`config.mk`:
```
export PLATFORM = sky130hd
export DESIGN_NAME = lut_eval_seq
export DESIGN_NICKNAME = d
export VERILOG_FILES = /design/src/rtl/lut_eval_seq.sv
export SDC_FILE = /design/constraint.sdc
export NUM_CORES = 1
export LEC_CHECK = 0
export CORE_MARGIN = 3
export CORE_UTILIZATION = 50
export CTS_BUF_LIST = sky130_fd_sc_hd__clkbuf_8
export DETAILED_ROUTE_END_ITERATION = 12
export PLACE_DENSITY = 0.68
export SYNTH_ARGS = -nofsm -noshare
export SYNTH_HDL_FRONTEND = slang
export SYNTH_SLANG_ARGS = --single-unit
```
`constraint.sdc`:
```
create_clock -name clk -period 5.7 [get_ports clk]
set_clock_uncertainty 0.1 [all_clocks]
set_input_delay 1.14 -clock clk [delete_from_list [all_inputs] [get_ports clk]]
set_output_delay 1.14 -clock clk [all_outputs]
set_load 0.005 [all_outputs]
```
`src/rtl/lut_eval_seq.sv`:
```
// lut_eval_seq: programmable N_IN-input truth-table evaluator.
//
// A 2^N_IN-bit table is shifted in serially. Registered lookups use a
// valid/ready handshake with one cycle of latency. A self-sweep walks
// every table entry once and counts the ones, so the loaded function can
// be checked on-chip.
//
// Ports
//   clk          rising-edge clock
//   rst          synchronous active-high reset
//   cfg_we       shift cfg_bit into the table (IDLE only)
//   cfg_bit      serial table data
//   in_valid     lookup request
//   in_data      lookup address, bit 0 = first function input
//   in_ready     lookup can be accepted (decoded from state, IDLE)
//   out_valid    one-cycle pulse qualifying out_y
//   out_y        registered function value, holds between lookups
//   sweep_start  begin a sweep (IDLE only)
//   sweep_busy   sweep in progress (SWEEP or DONE)
//   sweep_done   one-cycle pulse when ones_count is final
//   ones_count   number of 1 entries found by the last sweep

module lut_eval_seq #(
  parameter int unsigned N_IN  = 6,
  parameter int unsigned CNT_W = N_IN + 1
) (
  input  logic             clk,
  input  logic             rst,
  input  logic             cfg_we,
  input  logic             cfg_bit,
  input  logic             in_valid,
  input  logic [N_IN-1:0]  in_data,
  output logic             in_ready,
  output logic             out_valid,
  output logic             out_y,
  input  logic             sweep_start,
  output logic             sweep_busy,
  output logic             sweep_done,
  output logic [CNT_W-1:0] ones_count
);

  localparam int unsigned DEPTH = 2 ** N_IN;
  localparam logic [N_IN-1:0] IDX_LAST = '1;

  typedef enum logic [1:0] {
    ST_IDLE  = 2'd0,
    ST_SWEEP = 2'd1,
    ST_DONE  = 2'd2
  } state_e;

  state_e state_q, state_d;

  logic [DEPTH-1:0] table_q, table_d;
  logic [N_IN-1:0]  idx_q, idx_d;
  logic [CNT_W-1:0] ones_q, ones_d;
  logic             out_valid_q, out_valid_d;
  logic             out_y_q, out_y_d;
  logic             done_q, done_d;

  // Control strobes decoded from the current state
  logic idle;
  logic lookup_acc;
  logic cfg_shift;
  logic sweep_go;
  logic sweep_step;
  logic sweep_last;

  // State register
  always_ff @(posedge clk) begin
    if (rst) begin
      state_q <= ST_IDLE;
    end else begin
      state_q <= state_d;
    end
  end

  // Next-state logic
  always_comb begin
    state_d = state_q;
    unique case (state_q)
      ST_IDLE: begin
        if (sweep_start) begin
          state_d = ST_SWEEP;
        end
      end
      ST_SWEEP: begin
        if (idx_q == IDX_LAST) begin
          state_d = ST_DONE;
        end
      end
      ST_DONE: begin
        state_d = ST_IDLE;
      end
      default: begin
        state_d = ST_IDLE;
      end
    endcase
  end

  // State decode: handshake and sweep strobes
  always_comb begin
    idle       = 1'b0;
    sweep_busy = 1'b0;
    sweep_step = 1'b0;
    unique case (state_q)
      ST_IDLE:  idle       = 1'b1;
      ST_SWEEP: begin
        sweep_busy = 1'b1;
        sweep_step = 1'b1;
      end
      ST_DONE:  sweep_busy = 1'b1;
      default:  idle       = 1'b0;
    endcase
    in_ready   = idle;
    lookup_acc = in_valid & idle;
    cfg_shift  = cfg_we & idle;
    sweep_go   = sweep_start & idle;
    sweep_last = sweep_step & (idx_q == IDX_LAST);
  end

  // Datapath next-state: table shift, lookup, sweep counting
  always_comb begin
    table_d     = table_q;
    idx_d       = idx_q;
    ones_d      = ones_q;
    out_valid_d = 1'b0;
    out_y_d     = out_y_q;
    done_d      = 1'b0;

    // Lookup reads the pre-shift table when a config write coincides
    if (lookup_acc) begin
      out_valid_d = 1'b1;
      out_y_d     = table_q[in_data];
    end

    if (cfg_shift) begin
      table_d = {table_q[DEPTH-2:0], cfg_bit};
    end

    if (sweep_go) begin
      idx_d  = '0;
      ones_d = '0;
    end else if (sweep_step) begin
      ones_d = ones_q + CNT_W'(table_q[idx_q]);
      // Index parks on the last entry rather than wrapping
      if (!sweep_last) begin
        idx_d = idx_q + N_IN'(1);
      end
    end

    done_d = sweep_last;
  end

  // Datapath registers
  always_ff @(posedge clk) begin
    if (rst) begin
      table_q     <= '0;
      idx_q       <= '0;
      ones_q      <= '0;
      out_valid_q <= 1'b0;
      out_y_q     <= 1'b0;
      done_q      <= 1'b0;
    end else begin
      table_q     <= table_d;
      idx_q       <= idx_d;
      ones_q      <= ones_d;
      out_valid_q <= out_valid_d;
      out_y_q     <= out_y_d;
      done_q      <= done_d;
    end
  end

  assign out_valid  = out_valid_q;
  assign out_y      = out_y_q;
  assign sweep_done = done_q;
  assign ones_count = ones_q;

endmodule

```
# Word-level counts from Yosys, hierarchy flattened
# Index checks and enable logic that the tools add are counted.
dict set report word_totals {
  ff_bits 82
  latchBits 0
  ram_bits 0
  mem_bits_ro 0
  output_inout_bits 12
  wordCells 37
  mem_count 0
}
dict set report classes {
  n_addsub 2
  multipliers 0
  n_div 0
  n_lt_le_gt_ge 2
  eq_ne 5
  n_shift 0
  muxes 11
  bitwise 5
  n_reduce_logical 5
}
# op count
set ops {}
lappend ops {{6-bit by 7-bit less-than comparator with 1-bit output (second input constant)} 2}
lappend ops {{1-bit binary-select mux with 6-bit select} 2}
lappend ops {{7-bit by 1-bit adder with 7-bit output} 1}
lappend ops {{6-bit by 1-bit adder with 6-bit output (second input constant)} 1}
lappend ops {{6-bit equality test (second input constant)} 1}
lappend ops {{1-bit 2-to-1 mux} 6}
lappend ops {{1-bit AND} 4}
lappend ops {{2-bit 2-to-1 mux} 2}
lappend ops {{2-bit != test (second input constant)} 2}
lappend ops {{2-bit one-hot mux with 2 select lines} 1}
lappend ops {{2-bit AND reduction} 2}
lappend ops {{2-bit OR reduction} 2}
lappend ops {{2-bit by 1-bit equality test with 1-bit output (second input constant)} 1}
lappend ops {{2-bit equality test (second input constant)} 1}
lappend ops {{2-bit zero test} 1}
lappend ops {{1-bit NOT} 1}

# Logic depth before layout (Yosys ltp)
# Gate-level depths: netlist of the first run.
dict set report logic_depth {
  depth_word 5
  ltp_mapped 10
  mapped_depth_nobuf 8
}

# Worst setup path before layout of the first run
# No wires, ideal clock.
dict set report synth_path {
  path_type {register to register}
  startpoint {reg idx_q[1]}
  endpoint {reg ones_q[4], in the netlist ones_count[4]}
  setup_time_ns 0.128
  arrival_time_ns 2.865
  required_ns 5.472
  setup_slack_ns 2.607
  stages_incl_launch_ff 11
  cell_sequence {dfxtp_1 clkbuf_1 clkbuf_1 mux4_2 mux4_2 mux4_2 ha_1 ha_1 nand4_1 xor2_1 nor2_1}
}
dict set report synth_between {
  elab_chain_len 3
}
# item line_no
set synth_lines {}
lappend synth_lines {{start: declaration} 54} ;# logic [N_IN-1:0] idx_q, idx_d;
lappend synth_lines {{start signal: assignment} 165} ;# idx_q <= idx_d;
lappend synth_lines {{1-bit binary-select mux with 6-bit select} 144} ;# ones_d = ones_q + CNT_W'(table_q[idx_q]);
lappend synth_lines {{1-bit 2-to-1 mux (implied by the code)} 144}
lappend synth_lines {{7-bit by 1-bit adder with 7-bit output} 144}
lappend synth_lines {{end signal: assignment} 166} ;# ones_q <= ones_d;
lappend synth_lines {{end: declaration} 55} ;# logic [CNT_W-1:0] ones_q, ones_d;
# Every way passes these cells. The select of a mux whose other input is x is not followed.
# A chain may end at the register's enable or synchronous reset.

# Worst setup path in the final report of the first run
dict set report layout_path {
  startpoint {reg idx_q[0]}
  endpoint {reg ones_q[4], in the netlist ones_count[4]}
}
# The elaborated chain is that of the path after synthesis.

==> results of run 1 <==
[per-stage QoR]
stage / worst slack, ns / area, um2
finish: 2.03 / 4430
global route: 1.81 / 4430
CTS: 1.98 / 4430
detailed placement: 1.92 / 4230
global placement: 1.97 / 4230
floorplan: 2.61 / 4010
[state kept, by name, summed over array words and instances, names as in the netlist]
register    count
out_y           1
out_valid       1
idx_q           6
ones_count      7
sweep_done      1
state_q         2
table_q        64
[cell type report]
class,count,share of cell area
well taps,102,0.0288
clock buffers,9,0.0280
repair buffers,25,0.0542
flip-flops and latches,82,0.371
clock inverters,6,0.0172
inverters,6,0.00508
multi-input cells,321,0.496
[how the worst max path moves through the flow]
stage	start	depth (start not counted)	slack, ns	endpoint
CTS	idx_q[0]	8	1.98	ones_count[4]
finish	idx_q[0]	8	2.03	ones_count[4]
floorplan	idx_q[1]	10	2.61	ones_count[4]
global placement	in_data[0]	6	1.97	out_y
detailed placement	in_data[0]	6	1.92	out_y
global route	idx_q[0]	8	1.81	ones_count[4]
[logic make-up after synthesis]
kind of cell | synth area share
xor+xnor | 0.0153
flops | 0.409
mux | 0.219
buf+inv | 0.0443
fa+ha+maj | 0.0156
compound gates | 0.115
simple gates | 0.181
[critical path, stage by stage, from the launching register on]
cell,delay [ns]
dfxtp_1,1.03
mux4_1,0.66
mux4_2,0.51
mux4_2,0.50
ha_1,0.21
ha_1,0.19
nand4_1,0.13
xor2_1,0.16
nor2_1,0.05
[report_power, final]
group | leakage (nW) | total [W] | switching, W | internal, W
logic | 0.684 | 0.0000917 | 0.0000592 | 0.0000325
clock network | 0.113 | 0.000438 | 0.000199 | 0.000239
registers | 0.661 | 0.000583 | 0.00000743 | 0.000576
total | 1.46 | 0.00111 | 0.000265 | 0.000847
[layout by cell type (no fill, tap or decap), drive strengths merged, types with 2 or more instances in the layout]
master and n:
clkdlybuf4s50 22, bufinv 2, a31oi 3, ha 5, mux4 33, and3 2
nand4 3, clkbuf 9, or3 2, a21oi 69, inv 9, dfxtp 82
nand3 3, a22oi 2, nor2b 2, xor2 6, o22ai 4, nor3 6
mux2 7, nand2 139, mux2i 4, nor2 16, buf 3, o21ai 2
[routing by layer]
metal	global-route usage	part of all wire
met3	0.0355	0.045
met5	0	0
met2	0.308	0.46
met1	0.288	0.48
met4	0.0841	0.019
==> impl_metrics.toml, run 1 <==
[status]
status = "complete, no violations"

[placed_design]
dp.cells = 536
dp_hpwl_um = 5820
io_buffers = 23
gp_congestion = 0.820

[cts]
post_cts_buffers = 0
path_clk_slew_ns = 0.08
ctsHoldBuffers = 0
cts_sinks = 82
cts_tree = "yes"
cts.repair.resized = 0
cts_max_level = 3
clockRootBuffer = "clkbuf_8"
cts_buffer_depth = 2
clk_latency_ns = 0.36
cts_buffers = 9

[cells_and_area]
seqCellArea_um2 = 1640
multi_input_area_um2 = 2200
utilization = 0.570
final_nets = 462
antenna_cells = 0
layout-drive-gt1-share = 0.107
finalNonFillerCells = 551
final.fill_count = 707
syn_to_final_growth_pct = 10.4

[synth]
yosysMostFrequentCell = "nand2_1"
synth_area_leaders = "dfxtp_1 41%, mux4_2 16%, nand2_1 13%"
synth_edf_count = 0
syn_nets = 461
synthTopCellsByCount = "139 x nand2_1, 82 x dfxtp_1, 69 x a21oi_1"
ys_async_sr_fraction = 0
netlist_area_um2 = 4010
synth-seq-area-share = 0.409
synth_flop_cell = "dfxtp_1"
syn_inst = 444
synth_seq_cells = 82
synth_warnings = 0
synth_top_area_cell = "dfxtp_1"
synth_top_area_frac = 0.409
avgSynthCellArea_um2 = 9.04
ys_types = 40

[detailed_routing]
dr.pass1.iters = 4
vias = 3180
routedWlPerCell_um = 15.7
wirelength_um = 8660
via_per_inst = 5.77
drc_errors = 0
drt-initial-drc-count = 208
ant_nets = 0

[timing]
hold_viol = 0
tns_ns = 0
drv_slew = 0
fin_crit_sh = 0.643
timing.final.crit_period_ns = 3.67
slew_headroom = 0.216
rsz0062_at_grt = "no"
whs_ns = 0.380
max_freq_mhz = 273
final-setup-viol-count = 0
tightest_slew_ns = 1.17

[pwr]
power_w = 0.00111
power_density_nw_per_um2 = 251
ir_drop_mv = 0.104
power.leakage_nw = 1.46

[worst_hold_path]
hold_start = "table_q[60]"
min_path_type = "flip-flop to flip-flop"
min_path_cells = 2
hold_end = "table_q[61]"

[critical_path]
arrival_ns = 3.80
r2r_cells = 8
timing.rr.start = "idx_q[0]"
worstSetupPathType = "flip-flop to flip-flop"
worstPathRequired_ns = 5.84
start_kind = "flip-flop"
r2r_end = "ones_count[4]"
cp_max_fo = 19
reg2reg_slack_ns = 2.03
endpoint_kind = "flip-flop"

[grt]
antenna_found_initial = 0
first_global_vias = 2924
grt_max_degree = 65
grtUsageTotal = 0.204
grt_first_pass_wirelength_um = 14400
overflow = 0

[floorplan]
io_pins = 24
die_area_um2 = 9140
die_height_um = 95.6
coreArea_um2 = 7770
die_width_um = 95.6
start_util = 0.517
fp-row-count = 32

[run]
cap_violations = 0
No activity file was read; power rests on OpenSTA's default activity.
==> run 2, diff against run 1 <==
==> constraint.sdc (replaced) <==
create_clock -name clk -period 3.4 [get_ports clk]
set_clock_uncertainty 0.1 [all_clocks]
set_input_delay 0.68 -clock clk [delete_from_list [all_inputs] [get_ports clk]]
set_output_delay 0.68 -clock clk [all_outputs]
set_load 0.005 [all_outputs]
==> run 2 against run 1 <==
  * Total power increased by 77%
  * Die area unchanged
  * Sequential share of layout area decreased by 0.83 points
  * Via count decreased by 0.94%
  * Cell count increased by 1.1%
  * Wire length increased by 2.6%
  * Worst setup slack got worse by 1.8 ns
  * Clock power increased by 89%
  * Hold slack improved by 0.0027 ns
  * Final area increased by 2.3%
==> impl_metrics.toml, run 2 (synthesis results as in run 1) <==
[cells_and_area]
final.fill_count = 689
mostFrequentLayoutCells = "138 x nand2_1, 82 x dfxtp_1, 69 x a21oi_1, 28 x mux4_2, 22 x clkdlybuf4s50_1"
fin_area_um2 = 4530
top_register = "table_q"
layout-drive-gt1-share = 0.123
layout_commonest_cell = "nand2_1"
largest_reg_flops = 64
syn_to_final_growth_pct = 12.9
antenna_cells = 0
final_nets = 468

[detailed_routing]
routedWlPerCell_um = 15.9
wirelength_um = 8880
drc_errors = 0
dr.pass1.iters = 5
vias = 3150
ant_nets = 0
via_per_inst = 5.66
drt-initial-drc-count = 243

[grt]
busiest_layer = "met2"
grt_max_degree = 65
antenna_found_initial = 0
grt_first_pass_wirelength_um = 14500
first_global_vias = 2909
use_met1 = 0.266
grtUsageMet3 = 0.0497
grtUsageTotal = 0.207
overflow = 0
grt_use_met2 = 0.344

[floorplan]
die_height_um = 95.6
start_util = 0.517
coreArea_um2 = 7770
fp-row-count = 32
die_area_um2 = 9140
io_pins = 24
die_width_um = 95.6

[pwr]
ir_drop_mv = 0.217
power_density_nw_per_um2 = 435
power.leakage_nw = 1.50
clock_power_share = 0.420
power_frac_comb = 0.087
p_switching_w = 0.000459
cellInternalPower_w = 0.00151
switching_share = 0.233
power_w = 0.00197
seq_power_share = 0.492

[critical_path]
start_kind = "flip-flop"
worstPathRequired_ns = 3.54
arrival_ns = 3.32
endpoint_kind = "flip-flop"
worstSetupPathType = "flip-flop to flip-flop"
cp_max_fo = 19

[timing]
tightest_slew_ns = 0.769
rsz0062_at_grt = "no"
tns_ns = 0
slew_headroom = 0.487
drv_slew = 0
fin_crit_sh = 0.936
timing.final.crit_period_ns = 3.18
hold_viol = 0
max_freq_mhz = 314
final-setup-viol-count = 0

[cts]
cts_buffer_depth = 2
cts_buffers = 9
cts_sinks = 82
post_cts_buffers = 0
path_clk_slew_ns = 0.09
cts.repair.resized = 0
ctsHoldBuffers = 0
clk_latency_ns = 0.36
clockRootBuffer = "clkbuf_8"
cts_tree = "yes"
cts_max_level = 3

[run]
cap_violations = 0

[placed_design]
gp_congestion = 0.859
io_buffers = 23
dp_hpwl_um = 6080
dpl_cell_area_um2 = 4300

[worst_hold_path]
min_path_type = "flip-flop to flip-flop"

[status]
status = "complete, no violations"
run 2: worst paths after layout:
| kind | from | to | slack, ns | cells after the start |
|---|---|---|---|---|
| min | table_q[57] | table_q[58] | 0.38 | 2 |
| max reg2reg | idx_q[1] | ones_count[4] | 0.22 | 8 |
| min reg2reg | table_q[57] | table_q[58] | 0.38 | 2 |
| max | idx_q[1] | ones_count[4] | 0.22 | 8 |
run 2: cell type report:
cell class,instances,area (um2),share of cell area
Clock buffer,9,124,0.0273
Clock inverter,6,108,0.0237
Timing Repair Buffer,31,310,0.0685
Inverter,6,22.5,0.00497
Multi-Input combinational cell,321,2200,0.485
Tap cell,102,128,0.0282
Sequential cell,82,1640,0.362
run 2: through the flow:
step,utilization,setup WS (ns),hold slack (ns),std cells
after global routing,0.583,0.0222,0.412,557
final,0.583,0.216,0.383,557
after floorplan,-,0.307,0.342,444
after global placement,0.554,0.116,0.357,542
after CTS,0.583,0.200,0.387,557
after detailed placement,0.554,0.124,0.369,542
run 2: worst max-delay path, stage by stage, from the launching register on:
cell	delay, ns
dfxtp_1	0.83
mux4_1	0.40
mux4_2	0.51
mux4_2	0.49
ha_1	0.21
ha_1	0.19
nand4_1	0.13
xor2_1	0.16
nor2_1	0.05
run 2: power groups by stage:
| stage | clock (W) | sequential (W) | combinational [W] |
|---|---|---|---|
| 2_1_floorplan | 0 | 0.000991 | 0.000122 |
| 3_3_place_gp | 0 | 0.000992 | 0.000172 |
| 3_5_place_dp | 0 | 0.000993 | 0.000173 |
| 4_1_cts | 0.000842 | 0.000970 | 0.000174 |
| 5_1_grt | 0.000878 | 0.000971 | 0.000190 |
| 6_report | 0.000828 | 0.000970 | 0.000172 |
run 2: routing by layer:
metal / routed length, um / up-vias
met3: 403 / 12
met2: 4280 / 58
met4: 104 / 0
met1: 4090 / 1513
met5: 0 / -
li1: - / 1567
==> run 3, diff against run 2 <==
==> constraint.sdc (replaced) <==
create_clock -name clk -period 4 [get_ports clk]
set_clock_uncertainty 0.1 [all_clocks]
set_input_delay 0.8 -clock clk [delete_from_list [all_inputs] [get_ports clk]]
set_output_delay 0.8 -clock clk [all_outputs]
set_load 0.005 [all_outputs]
==> run 3 against run 2 <==
  * Total power down 18%
  * Critical endpoint unchanged
  * Critical path type unchanged
  * Register-to-register slack better by 0.53 ns
  * Utilization down 0.68 points
  * Sequential cell count unchanged
  * Clock power down 22%
  * Non-clock buffer count down 2
  * Maximum frequency down 2.2%
==> impl_metrics.toml, run 3 (synthesis results as in run 1) <==
[cells_and_area]
multi_input_area_um2 = 2200
layout_commonest_cell = "nand2_1"
antenna_cells = 0
layout-drive-gt1-share = 0.121
mostFrequentLayoutCells = "138 x nand2_1, 82 x dfxtp_1, 69 x a21oi_1, 28 x mux4_2, 22 x clkdlybuf4s50_1"
top_register = "table_q"
syn_to_final_growth_pct = 11.6
seqCellArea_um2 = 1640
final.fill_count = 686
final_nets = 466
largest_reg_flops = 64

[critical_path]
worstPathRequired_ns = 4.13
endpoint_kind = "flip-flop"
start_kind = "flip-flop"
cp_max_fo = 19
timing.rr.start = "idx_q[1]"
cp-startpoint = "idx_q[1]"
reg2reg_slack_ns = 0.75
r2r_cells = 8
r2r_end = "ones_count[4]"
worstSetupPathType = "flip-flop to flip-flop"
arrival_ns = 3.38

[floorplan]
die_width_um = 95.6
die_area_um2 = 9140
die_height_um = 95.6
start_util = 0.517
fp-row-count = 32
io_pins = 24
coreArea_um2 = 7770

[grt]
overflow = 0
first_global_vias = 2929
grtUsageTotal = 0.204
grt_max_degree = 65
antenna_found_initial = 0
grt_first_pass_wirelength_um = 14400

[cts]
path_clk_slew_ns = 0.08
cts_tree = "yes"
clk_latency_ns = 0.34
cts_max_level = 3
post_cts_buffers = 0
cts.repair.resized = 0
clockRootBuffer = "clkbuf_8"
ctsHoldBuffers = 0
cts_buffer_depth = 2
cts_buffers = 9
cts_sinks = 82

[detailed_routing]
drt-initial-drc-count = 214
via_per_inst = 5.73
wirelength_um = 8630
dr.pass1.iters = 4
ant_nets = 0
routedWlPerCell_um = 15.5
drc_errors = 0
vias = 3188

[pwr]
ir_drop_mv = 0.179
power_w = 0.00161
power_density_nw_per_um2 = 360
power.leakage_nw = 1.48

[status]
status = "complete, no violations"

[timing]
drv_slew = 0
fin_crit_sh = 0.813
tns_ns = 0
rsz0062_at_grt = "no"
timing.final.crit_period_ns = 3.25
hold_viol = 0
max_freq_mhz = 307
slew_headroom = 0.237
final-setup-viol-count = 0
tightest_slew_ns = 1.14

[placed_design]
gp_congestion = 0.875
io_buffers = 23
dp_hpwl_um = 5900

[worst_hold_path]
hold_end = "table_q[63]"
min_path_type = "flip-flop to flip-flop"
hold_start = "table_q[62]"
min_path_cells = 2

[run]
cap_violations = 0
## run 3: changes by cell type in the layout (fill, tap and decap cells not counted)
| cell | previous run | this run |
|---|---|---|
| bufinv_16 | 3 | 2 |
| buf_12 | 2 | 0 |
| clkinvlp_4 | 0 | 1 |
| clkinv_2 | 1 | 2 |
| clkbuf_8 | 9 | 10 |
| clkinv_4 | 1 | 0 |
## run 3: final cells by class
type                       count  share of cell area
multi-input combinational    321               0.491
sequential                    82               0.366
timing repair buffer          29              0.0603
clock buffer                  10              0.0307
tap                          102              0.0285
clock inverter                 6              0.0182
inverter                       6             0.00503
## run 3: worst max-delay path by stage
| stage | cells past startpoint | end |
|---|---|---|
| after global routing | 8 | ones_count[6] |
| after global placement | 6 | out_y |
| after CTS | 8 | ones_count[4] |
| final | 8 | ones_count[4] |
| after detailed placement | 6 | out_y |
| after floorplan | 10 | ones_count[4] |
## run 3: through the flow
step / cell area (um2) / setup WS, ns / hold slack [ns] / instances / util
3_5_place_dp: 4260 / 0.662 / 0.365 / 540 / 0.548
3_3_place_gp: 4260 / 0.743 / 0.353 / 540 / 0.548
5_1_grt: 4480 / 0.604 / 0.406 / 556 / 0.577
2_1_floorplan: 4010 / 0.907 / 0.342 / 444 / -
4_1_cts: 4480 / 0.730 / 0.379 / 556 / 0.577
6_report: 4480 / 0.746 / 0.379 / 556 / 0.577
## run 3: power by group
| part | total, W | leakage [nW] | internal (W) | switching (W) |
|---|---|---|---|---|
| clock network | 0.000648 | 0.113 | 0.000364 | 0.000284 |
| registers | 0.000824 | 0.661 | 0.000820 | 0.00000403 |
| logic | 0.000140 | 0.704 | 0.0000494 | 0.0000908 |
| total | 0.00161 | 1.48 | 0.00123 | 0.000379 |
## run 3: routing by layer
| metal | global-route usage | wire length (um) | share of wire | vias up |
|---|---|---|---|---|
| met4 | 0.0841 | 109 | 0.013 | 0 |
| met1 | 0.278 | 3830 | 0.44 | 1528 |
| met3 | 0.0497 | 604 | 0.070 | 10 |
| met5 | 0 | 0 | 0 | - |
| met2 | 0.312 | 4090 | 0.47 | 89 |
| li1 | - | - | - | 1561 |
## run 3: worst max-delay path, cell delays in order, from the launching register on
cell and delay, ns:
dfxtp_1 0.86, mux4_2 0.43, mux4_2 0.50, mux4_2 0.49
ha_1 0.21, ha_1 0.20, nand4_1 0.14, xor2_1 0.16
nor2_1 0.05
